[src/rtl/hiscore_ram_arbiter.sv]
// Hands the shared game-RAM port from the running core to the hiscore engine and back,
// pausing the core at a safe point and holding the mux quiet while it switches.
module hiscore_ram_arbiter #(
  parameter int HS_ADDRESSWIDTH = 10,
  parameter int SETTLE_CYCLES   = 4,
  parameter int SAFE_TIMEOUT    = 16'hFFFF
) (
  input  logic                       clk,
  input  logic                       reset,
  input  logic                       hs_req,
  input  logic [HS_ADDRESSWIDTH-1:0] hs_address,
  input  logic [7:0]                 hs_data,
  input  logic                       hs_write,
  output logic                       hs_grant,
  output logic                       hs_abort,
  input  logic [HS_ADDRESSWIDTH-1:0] core_address,
  input  logic [7:0]                 core_data,
  input  logic                       core_write,
  input  logic                       core_safe,
  output logic                       core_pause,
  output logic [HS_ADDRESSWIDTH-1:0] ram_address,
  output logic [7:0]                 ram_data,
  output logic                       ram_we
);

  // state      | meaning
  // IDLE       | core owns the port, not paused
  // PAUSING    | core_pause raised, waiting for core_safe or timeout
  // SETTLE_IN  | mux switched to engine, writes blocked while it settles
  // GRANT      | engine owns the port
  // SETTLE_OUT | mux back on core, writes blocked, core still paused
  typedef enum logic [2:0] {
    IDLE, PAUSING, SETTLE_IN, GRANT, SETTLE_OUT
  } state_t;

  localparam logic [7:0]  SETTLE_LOAD = 8'(SETTLE_CYCLES - 1);
  localparam logic [15:0] WAIT_LOAD   = 16'(SAFE_TIMEOUT);

  state_t      state, state_n;
  logic        sel_hs, sel_hs_n;
  logic        grant_n, abort_n, pause_n;
  logic        armed, armed_n;
  logic [15:0] wait_cnt, wait_cnt_n;
  logic [7:0]  settle_cnt, settle_cnt_n;

  always_ff @(posedge clk) begin
    if (reset) begin
      state      <= IDLE;
      sel_hs     <= 1'b0;
      hs_grant   <= 1'b0;
      hs_abort   <= 1'b0;
      core_pause <= 1'b0;
      armed      <= 1'b1;
      wait_cnt   <= 16'd0;
      settle_cnt <= 8'd0;
    end else begin
      state      <= state_n;
      sel_hs     <= sel_hs_n;
      hs_grant   <= grant_n;
      hs_abort   <= abort_n;
      core_pause <= pause_n;
      armed      <= armed_n;
      wait_cnt   <= wait_cnt_n;
      settle_cnt <= settle_cnt_n;
    end
  end

  always_comb begin
    state_n      = state;
    sel_hs_n     = sel_hs;
    grant_n      = hs_grant;
    abort_n      = 1'b0;
    pause_n      = core_pause;
    wait_cnt_n   = wait_cnt;
    settle_cnt_n = settle_cnt;
    // Re-arming only on a low hs_req forces a retry to be a fresh request edge.
    armed_n      = hs_req ? armed : 1'b1;

    case (state)
      IDLE: begin
        sel_hs_n = 1'b0;
        pause_n  = 1'b0;
        if (hs_req && armed) begin
          state_n    = PAUSING;
          wait_cnt_n = WAIT_LOAD;
          pause_n    = 1'b1;
        end
      end
      PAUSING: begin
        if (!hs_req) begin
          state_n = IDLE;
          pause_n = 1'b0;
        end else if (core_safe) begin
          state_n      = SETTLE_IN;
          sel_hs_n     = 1'b1;
          settle_cnt_n = SETTLE_LOAD;
        end else if (wait_cnt == 16'd0) begin
          state_n = IDLE;
          abort_n = 1'b1;
          pause_n = 1'b0;
          armed_n = 1'b0;
        end else begin
          wait_cnt_n = wait_cnt - 16'd1;
        end
      end
      SETTLE_IN: begin
        if (settle_cnt == 8'd0) begin
          state_n = GRANT;
          grant_n = 1'b1;
        end else begin
          settle_cnt_n = settle_cnt - 8'd1;
        end
      end
      GRANT: begin
        if (!hs_req) begin
          state_n      = SETTLE_OUT;
          grant_n      = 1'b0;
          sel_hs_n     = 1'b0;
          settle_cnt_n = SETTLE_LOAD;
        end
      end
      SETTLE_OUT: begin
        if (settle_cnt == 8'd0) begin
          state_n = IDLE;
          pause_n = 1'b0;
        end else begin
          settle_cnt_n = settle_cnt - 8'd1;
        end
      end
      default: begin
        state_n  = IDLE;
        sel_hs_n = 1'b0;
        grant_n  = 1'b0;
        pause_n  = 1'b0;
      end
    endcase
  end

  assign ram_address = sel_hs ? hs_address : core_address;
  assign ram_data    = sel_hs ? hs_data    : core_data;

  always_comb begin
    ram_we = 1'b0;
    if (state == GRANT)
      ram_we = hs_write;
    else if (state != SETTLE_IN && state != SETTLE_OUT && !sel_hs)
      ram_we = core_write;
  end

endmodule

[config.mk]
export PLATFORM = sky130hd
export DESIGN_NAME = hiscore_ram_arbiter
export DESIGN_NICKNAME = d
export VERILOG_FILES = /design/src/rtl/hiscore_ram_arbiter.sv
export SDC_FILE = /design/constraint.sdc
export NUM_CORES = 1
export LEC_CHECK = 0
export BUFFER_PORTS_ARGS = -buffer_cell sky130_fd_sc_hd__buf_4
export CAP_MARGIN = 15
export CORE_UTILIZATION = 51
export CTS_CLUSTER_SIZE = 40
export DETAILED_ROUTE_END_ITERATION = 7
export HOLD_SLACK_MARGIN = 0.03
export PLACE_DENSITY_LB_ADDON = 0.12
export SYNTH_ARGS = -nofsm -noshare
export SYNTH_HDL_FRONTEND = slang
export SYNTH_SLANG_ARGS = --single-unit
[constraint.sdc]
create_clock -name clk -period 2.3 [get_ports clk]
set_input_delay 0.23 -clock clk [delete_from_list [all_inputs] [get_ports clk]]
set_output_delay 0.23 -clock clk [all_outputs]
set_load 0.02 [all_outputs]
==> metrics.csv, run 1 <==
metric;value;unit
status;finished clean;
grtUsageTotal;25.6;%
syn_inst;232;
p_comb_share;46.1;%
synth_edf_count;0;
die_h;65.4;µm
firstDrtPassIters;4;
crit_type;flop to flop;
cts.sinks;32;
vdd_drop_max;0.744;mV
crit_chain;nor4_4 > nand3_2 > or3_4 > or3_1 > a31oi_1;
synth_ff_type;dfxtp_1;
rsz0062_at_grt;false;
num-nets-final;339;
drt-initial-drc-count;113;
slew_headroom;51.3;%
swShare;40.2;%
slew_viol_final;0;
cp.required;2520;ps
area_growth;29.2;%
synthTopCellsByArea;dfxtp_1, mux2_2, xor2_1;
routedWlPerCell;14.7;µm
final_common_cell;buf_4;
path_max_fanout;7;
yosysWarnings;0;
max_freq;504;MHz
routed_via_density;5.89;
slowest_delay;420;ps
rows;22;
most-common-layout-cells;buf_4, dfxtp_1, mux2_2;
cellLeakagePower;0.00105;µW
ant_nets;0;
power.total;2610;µW
critPathCaptureType;flop;
cts-resized-gates;0;
grt_pass1_vias;1901;
max_cap_violations;0;
n_fill_cell;296;
synth-seq-cells;32;
grt_pass1_wl;8520;µm
drc;0;
placed_area;2540;µm²
hpwlAfterDp;3660;µm
p_seq_share;33.1;%
core-area;3770;µm²
worst_slack;316;ps
clk_latency;290;ps
overflow;0;
start_util;54.4;%
path_buf_inv;0;
place_congestion;0.834;
totalWireLength;5030;µm
vias;2021;
antenna_found_initial;0;
finish.instance_area;2650;µm²
ys_types;60;
io_pins;64;
htree_levels;2;
clock_path_buffers;2;
die_x;65.4;µm
tns;0;ps
insertedDiodeCount;0;
drive_gt1_share;38.3;%
critPathLaunchType;flop;
pre_cts_ws;339;ps
avgSynthCellArea;8.84;µm²
synth_top_area_share;31.2;%
seq_area_frac_synth;31.2;%
synth_area_leader_cell;dfxtp_1;
grt_max_degree;32;
ys_async_sr_fraction;0;%
clock_skew;8.77;ps
cts_made_buffers;5;
clkPwrFrac;20.9;%
io_buffer_count;63;
min_path_type;input pin to flop;
cts_hold_buf;0;
dieArea;4280;µm²
syn_area;2050;µm²
syn-num-nets;277;
hold_viol_final;0;
p_per_area;985;nW/µm²
fin_crit;1980;ps
setup_violations;0;
power.switching;1050;µW
period_share;86.3;%
p_int;1560;µW
worst_pin_slew;711;ps
cts.clk_slew.worst_paths;70;ps
cp_slowest_cell;nor4_4;
postCtsSetupBuffers;0;
cp_data_arrival_time;2200;ps
cts_tree;built;
critPathTopFamily;simple AND/OR/NAND/NOR gates;
clockRootBuffer;clkbuf_8;
routing by layer:
layer  vias to the layer above  share of wire (%)  global-route usage (%)
met4                         0                1.5                    8.42
met3                         8                7.6                    6.60
met1                       943                 44                    32.4
met2                        71                 47                    42.1
met5                         -                  0                       0
li1                        999                  -                       -
synthesized netlist by cell type (2+ instances only):
cell type and count:
a211oi_1 4, a21oi_1 15, a311oi_1 2, a31oi_1 5
clkbuf_1 10, clkbuf_8 2, dfxtp_1 32, ha_1 3
inv_1 10, mux2_2 19, mux2i_1 2, nand2_1 10
nand3_1 4, nand3b_1 2, nand4_1 4, nand4b_1 2
nor2_1 15, nor2b_1 4, nor3_1 14, nor4_1 5
nor4_4 2, o2111ai_1 3, o21ai_0 6, o41ai_1 2
or3_1 6, or3_2 2, or4_1 2, or4_2 2
xnor2_1 4, xor2_1 9
worst register-to-register path, stage by stage, from the launching register on:
cell     delay (ps)
dfxtp_1         400
nor4_4          420
nand3_2         190
or3_4           420
or3_1           310
a31oi_1         180
power groups by stage:
stage	Clock [µW]	Combinational (µW)	Sequential, µW
finish	546	1200	863
CTS	552	1200	861
floorplan	0	933	831
global placement	0	1170	869
global route	580	1330	890
detailed placement	0	1190	871
path summary, 6_finish.rpt:
| path | from | to | slack, ps | cells after the start |
|---|---|---|---|---|
| setup / recovery | wait_cnt[6] | wait_cnt[15] | 320 | 5 |
| hold / removal | core_safe | state[1] | 300 | 3 |
| setup reg to reg | wait_cnt[6] | wait_cnt[15] | 320 | 5 |
| hold reg to reg | wait_cnt[0] | wait_cnt[0] | 520 | 1 |
registers in the layout (all words and copies together), names as in the netlist:
| register | count |
|---|---|
| core_pause | 1 |
| state | 3 |
| wait_cnt | 16 |
| hs_abort | 1 |
| armed | 1 |
| settle_cnt | 8 |
| hs_grant | 1 |
| sel_hs | 1 |
area by class of cell:
type	count	area (µm²)	area share (%)
tap	48	60.1	2.27
inverter	10	37.5	1.42
clock buffer	6	72.6	2.74
sequential	32	641	24.2
clock inverter	2	35.0	1.32
timing repair buffer	70	526	19.8
multi-input combinational	175	1280	48.3
kinds of logic after synthesis:
kind of cell    after synthesis  synth area share, %
fa+ha+maj                     3                 1.83
xor+xnor                     13                 5.55
compound gates               53                 17.7
flops                        32                 31.2
simple gates                 85                 25.9
buf+inv                      25                 6.40
mux                          21                 11.4
per-stage QoR:
step           utilization (%)  instances  hold slack [ps]
2_1_floorplan                -        232              339
3_3_place_gp              67.5        335              497
3_5_place_dp              67.5        335              493
4_1_cts                   70.3        343              297
5_1_grt                   70.3        343              319
6_report                  70.3        343              297
(Power assumes the default switching activity.)
==> inputs of run 2 (changes only) <==
--- a/config.mk
+++ b/config.mk
@@ -11,7 +11,7 @@
 export CTS_CLUSTER_SIZE = 40
 export DETAILED_ROUTE_END_ITERATION = 7
 export HOLD_SLACK_MARGIN = 0.03
-export PLACE_DENSITY_LB_ADDON = 0.12
+export PLACE_DENSITY = 0.8
 export SYNTH_ARGS = -nofsm -noshare
 export SYNTH_HDL_FRONTEND = slang
 export SYNTH_SLANG_ARGS = --single-unit
==> run 2 against run 1 <==
Flip-flop and latch count unchanged. Critical path type unchanged. Clock-buffer cell count unchanged. Highest routed layer unchanged. Die area unchanged. Final area down 1.1%. Hold slack about the same. Combinational power about the same. Fmax down 1.2%. Clock power down 25%. Global-route usage down 1.3 points. Power down 5.2%. Via count down 2.4%. Routed wire length down 3.4%. Largest cell class unchanged.
==> metrics.csv, run 2 (synthesis results as in run 1) <==
metric;value;unit
status;finished clean;
routed_via_density;5.77;
max_cap_violations;0;
reg_top3;wait_cnt: 16 flops, settle_cnt: 8 flops, state: 3 flops;
cp.required;2470;ps
regArea;641;µm²
fin_crit;2010;ps
power.total;2480;µW
cts_hold_buf;0;
multi_input_area;1280;µm²
htree_levels;2;
num-nets-final;339;
firstDrtPassIters;4;
grt_max_degree;32;
io_pins;64;
ant_nets;0;
rows;22;
cts_tree;built;
grt_use_met3;6.94;%
vdd_drop_max;0.999;mV
busiest_layer;met2;
tns;0;ps
clk_latency;290;ps
die_h;65.4;µm
dieArea;4280;µm²
routedWlPerCell;14.2;µm
hpwlAfterDp;3530;µm
drive_gt1_share;38.1;%
final_common_cell;buf_4;
area_growth;27.7;%
place_congestion;0.829;
antenna_found_initial;0;
grtUsageTotal;24.3;%
totalWireLength;4860;µm
setup_violations;0;
rsz0062_at_grt;false;
clock_skew;9.80;ps
clockRootBuffer;clkbuf_8;
grt_pass1_wl;8020;µm
n_fill_cell;303;
max_freq;498;MHz
min_path_type;input pin to flop;
cts.clk_slew.worst_paths;70;ps
p_per_area;944;nW/µm²
grt_use_met2;41.5;%
drc;0;
overflow;0;
postCtsSetupBuffers;0;
drt-initial-drc-count;83;
critPathCaptureType;flop;
vias;1973;
globalRouteMet1Util;28.5;%
io_buffer_count;63;
period_share;87.3;%
worst_pin_slew;705;ps
insertedDiodeCount;0;
start_util;54.4;%
crit_type;flop to flop;
cts-resized-gates;0;
hold_viol_final;0;
die_x;65.4;µm
clock_path_buffers;2;
slew_viol_final;0;
cts_made_buffers;5;
most-common-layout-cells;buf_4, dfxtp_1, mux2_2;
path_max_fanout;6;
critPathLaunchType;flop;
largest_reg_flops;16;
grt_pass1_vias;1865;
core-area;3770;µm²
cts.sinks;32;
top_register;wait_cnt;
cellLeakagePower;0.00103;µW
cp_data_arrival_time;2180;ps
slew_headroom;51.8;%
[run 2: changes by cell type in the layout (fill, tap and decap cells not counted)]
cell,previous run,this run
bufinv_16,1,0
[run 2: area by class of cell]
type                    count  area share [%]
flip-flops and latches     32            24.4
repair buffers             70            20.0
clock inverters             1           0.191
well taps                  48            2.29
multi-input cells         175            48.8
inverters                  10            1.43
clock buffers               6            2.77
[run 2: worst paths after layout]
path / start / end / slack, ps / cells after the start
max: settle_cnt[0] / settle_cnt[7] / 290 / 7
min: core_safe / state[1] / 300 / 3
max reg2reg: settle_cnt[0] / settle_cnt[7] / 290 / 7
min reg2reg: wait_cnt[0] / wait_cnt[0] / 500 / 1
[run 2: layer usage]
metal	up-vias	routed length, µm
li1	996	-
met1	898	2110
met2	73	2270
met3	6	417
met4	0	64
met5	-	0
[run 2: through the flow]
step | utilization, % | worst slack (ps) | instances | hold slack [ps] | instance area (µm²)
final | 69.5 | 292 | 342 | 298 | 2620
after global routing | 69.5 | 167 | 342 | 325 | 2620
after CTS | 69.5 | 302 | 342 | 293 | 2620
after detailed placement | 67.5 | 314 | 335 | 492 | 2540
after global placement | 67.5 | 360 | 335 | 488 | 2540
after floorplan | - | 431 | 232 | 339 | 2050
[run 2: where the power goes]
group          total [µW]  switching, µW  internal, µW
clock                 411            206           205
sequential            863            169           695
combinational        1200            654           547
total                2480           1030          1450
[run 2: worst max-delay path: stages, from the launching register on]
cell and delay [ps]:
dfxtp_1 330, inv_1 100, ha_1 150, or3b_2 460, or3_1 430, o2111ai_1 190, xor2_1 170, nor3_1 60
==> inputs of run 3 (changes only) <==
==> config.mk (replaced) <==
export PLATFORM = sky130hd
export DESIGN_NAME = hiscore_ram_arbiter
export DESIGN_NICKNAME = d
export VERILOG_FILES = /design/src/rtl/hiscore_ram_arbiter.sv
export SDC_FILE = /design/constraint.sdc
export NUM_CORES = 1
export LEC_CHECK = 0
export CAP_MARGIN = 15
export CORE_UTILIZATION = 63
export CTS_CLUSTER_SIZE = 40
export DETAILED_ROUTE_END_ITERATION = 7
export DONT_BUFFER_PORTS = 1
export HOLD_SLACK_MARGIN = 0.03
export PLACE_DENSITY = 0.79
export SYNTH_ARGS = -nofsm -noshare
export SYNTH_HDL_FRONTEND = slang
export SYNTH_SLANG_ARGS = --single-unit
==> constraint.sdc (replaced) <==
create_clock -name clk -period 2 [get_ports clk]
set_input_delay 0.2 -clock clk [delete_from_list [all_inputs] [get_ports clk]]
set_output_delay 0.2 -clock clk [all_outputs]
set_load 0.02 [all_outputs]
==> run 3 against run 2 <==
Die area is 18% lower. Largest cell class unchanged. Cell count is 14% lower. Routed wire length is 12% higher. The run now ends with hold timing left. Setup slack worse by 290 ps.
==> metrics.csv, run 3 (synthesis results as in run 1) <==
metric;value;unit
status;finished with violations;
violations;hold timing;
setup_violations;0;
path_max_fanout;7;
clock_skew;11.8;ps
routed_via_density;6.57;
slowest_delay;530;ps
antenna_found_initial;0;
area_growth;12.6;%
multi_input_area;1320;µm²
top_register;wait_cnt;
cp.required;2220;ps
grtUsageTotal;31.9;%
routedWlPerCell;18.5;µm
n_fill_cell;211;
grt_pass1_vias;1721;
critPathTopFamily;simple AND/OR/NAND/NOR gates;
place_congestion;0.942;
drive_gt1_share;28.8;%
regArea;643;µm²
num-nets-final;294;
hold_slack;-81.9;ps
crit_type;flop to flop;
largest_reg_flops;16;
pre_cts_ws;37.6;ps
worst_slack;2.11;ps
io_pins;64;
grt_pass1_wl;8260;µm
clock_path_buffers;2;
cellLeakagePower;0.000813;µW
period_share;99.9;%
p_per_area;1250;nW/µm²
clockRootBuffer;clkbuf_4;
reg_top3;wait_cnt: 16 flops, settle_cnt: 8 flops, state: 3 flops;
drc;0;
tns;0;ps
die_h;59.1;µm
slew_viol_final;0;
io_buffer_count;0;
max_cap_violations;0;
grt_max_degree;32;
ant_nets;0;
start_util;66.7;%
cts_tree;built;
clk_latency;350;ps
core-area;3080;µm²
firstDrtPassIters;4;
path_buf_inv;2;
crit_chain;or4_4 > nor4_4 > buf_4 > buf_4 > nor4_1 > xnor2_1 > a21oi_1;
cp_data_arrival_time;2220;ps
dieArea;3490;µm²
insertedDiodeCount;0;
min_path_type;input pin to flop;
hpwlAfterDp;3700;µm
max_freq;501;MHz
worst_pin_slew;728;ps
cts_made_buffers;5;
cts.clk_slew.worst_paths;110;ps
cts_hold_buf;4;
rows;20;
drt-initial-drc-count;78;
cp_slowest_cell;or4_4;
htree_levels;2;
vias;1931;
overflow;0;
final_common_cell;dfxtp_1;
vdd_drop_max;0.839;mV
most-common-layout-cells;dfxtp_1, mux2_2, buf_4;
cts.sinks;32;
hold_viol_final;25;
die_x;59.1;µm
critPathCaptureType;flop;
crit_top_cell;buf_4;
totalWireLength;5430;µm
critPathLaunchType;flop;
slew_headroom;51.4;%
fin_crit;2000;ps
-- run 3: changes by cell type in the layout (fill, tap and decap cells not counted), sizes merged --
cell	before	now
a21oi	16	17
buf	70	20
clkbuf	6	8
clkinv	1	0
dlygate4sd3	0	4
-- run 3: what timing repair did --
action / CTS / global route
buffers inserted: 0 / 4
setup endpoints to repair: 0 / 11
resized for setup: 0 / 13
hold endpoints to repair: 30 / 26
-- run 3: cell type report --
| class | count | share of cell area [%] |
|---|---|---|
| Multi-Input combinational cell | 176 | 57.2 |
| Inverter | 10 | 1.62 |
| Clock buffer | 8 | 2.54 |
| Sequential cell | 32 | 27.8 |
| Tap cell | 44 | 2.38 |
| Timing Repair Buffer | 24 | 8.39 |
-- run 3: worst paths after layout --
kind | from | end | slack, ps | depth (start not counted)
setup reg to reg | wait_cnt[2] | wait_cnt[11] | 2 | 7
hold / removal | reset | hs_grant | -80 | 1
setup / recovery | wait_cnt[2] | wait_cnt[11] | 2 | 7
hold reg to reg | wait_cnt[0] | wait_cnt[0] | 470 | 1
-- run 3: power by group --
part	internal [µW]	total [µW]	switching, µW
Sequential	800	996	196
Clock	173	396	223
Combinational	693	1500	807
Total	1670	2890	1230
-- run 3: stage by stage --
step	area [µm²]	utilization, %	power (µW)	cells	hold slack [ps]
final	2310	75.1	2890	294	-81.9
after global routing	2310	75.1	3080	294	-109
after CTS	2230	72.5	2750	289	-89.2
after detailed placement	2130	69.3	2340	277	273
after global placement	2130	69.3	2280	277	271
after floorplan	2050	-	2030	232	309
-- run 3: layer usage --
metal	GRT usage [%]	vias to the layer above	part of all wire (%)
li1	-	901	-
met1	36.8	890	39
met2	53.9	118	50
met3	8.95	22	8.0
met4	16.3	0	3.2
met5	0	-	0
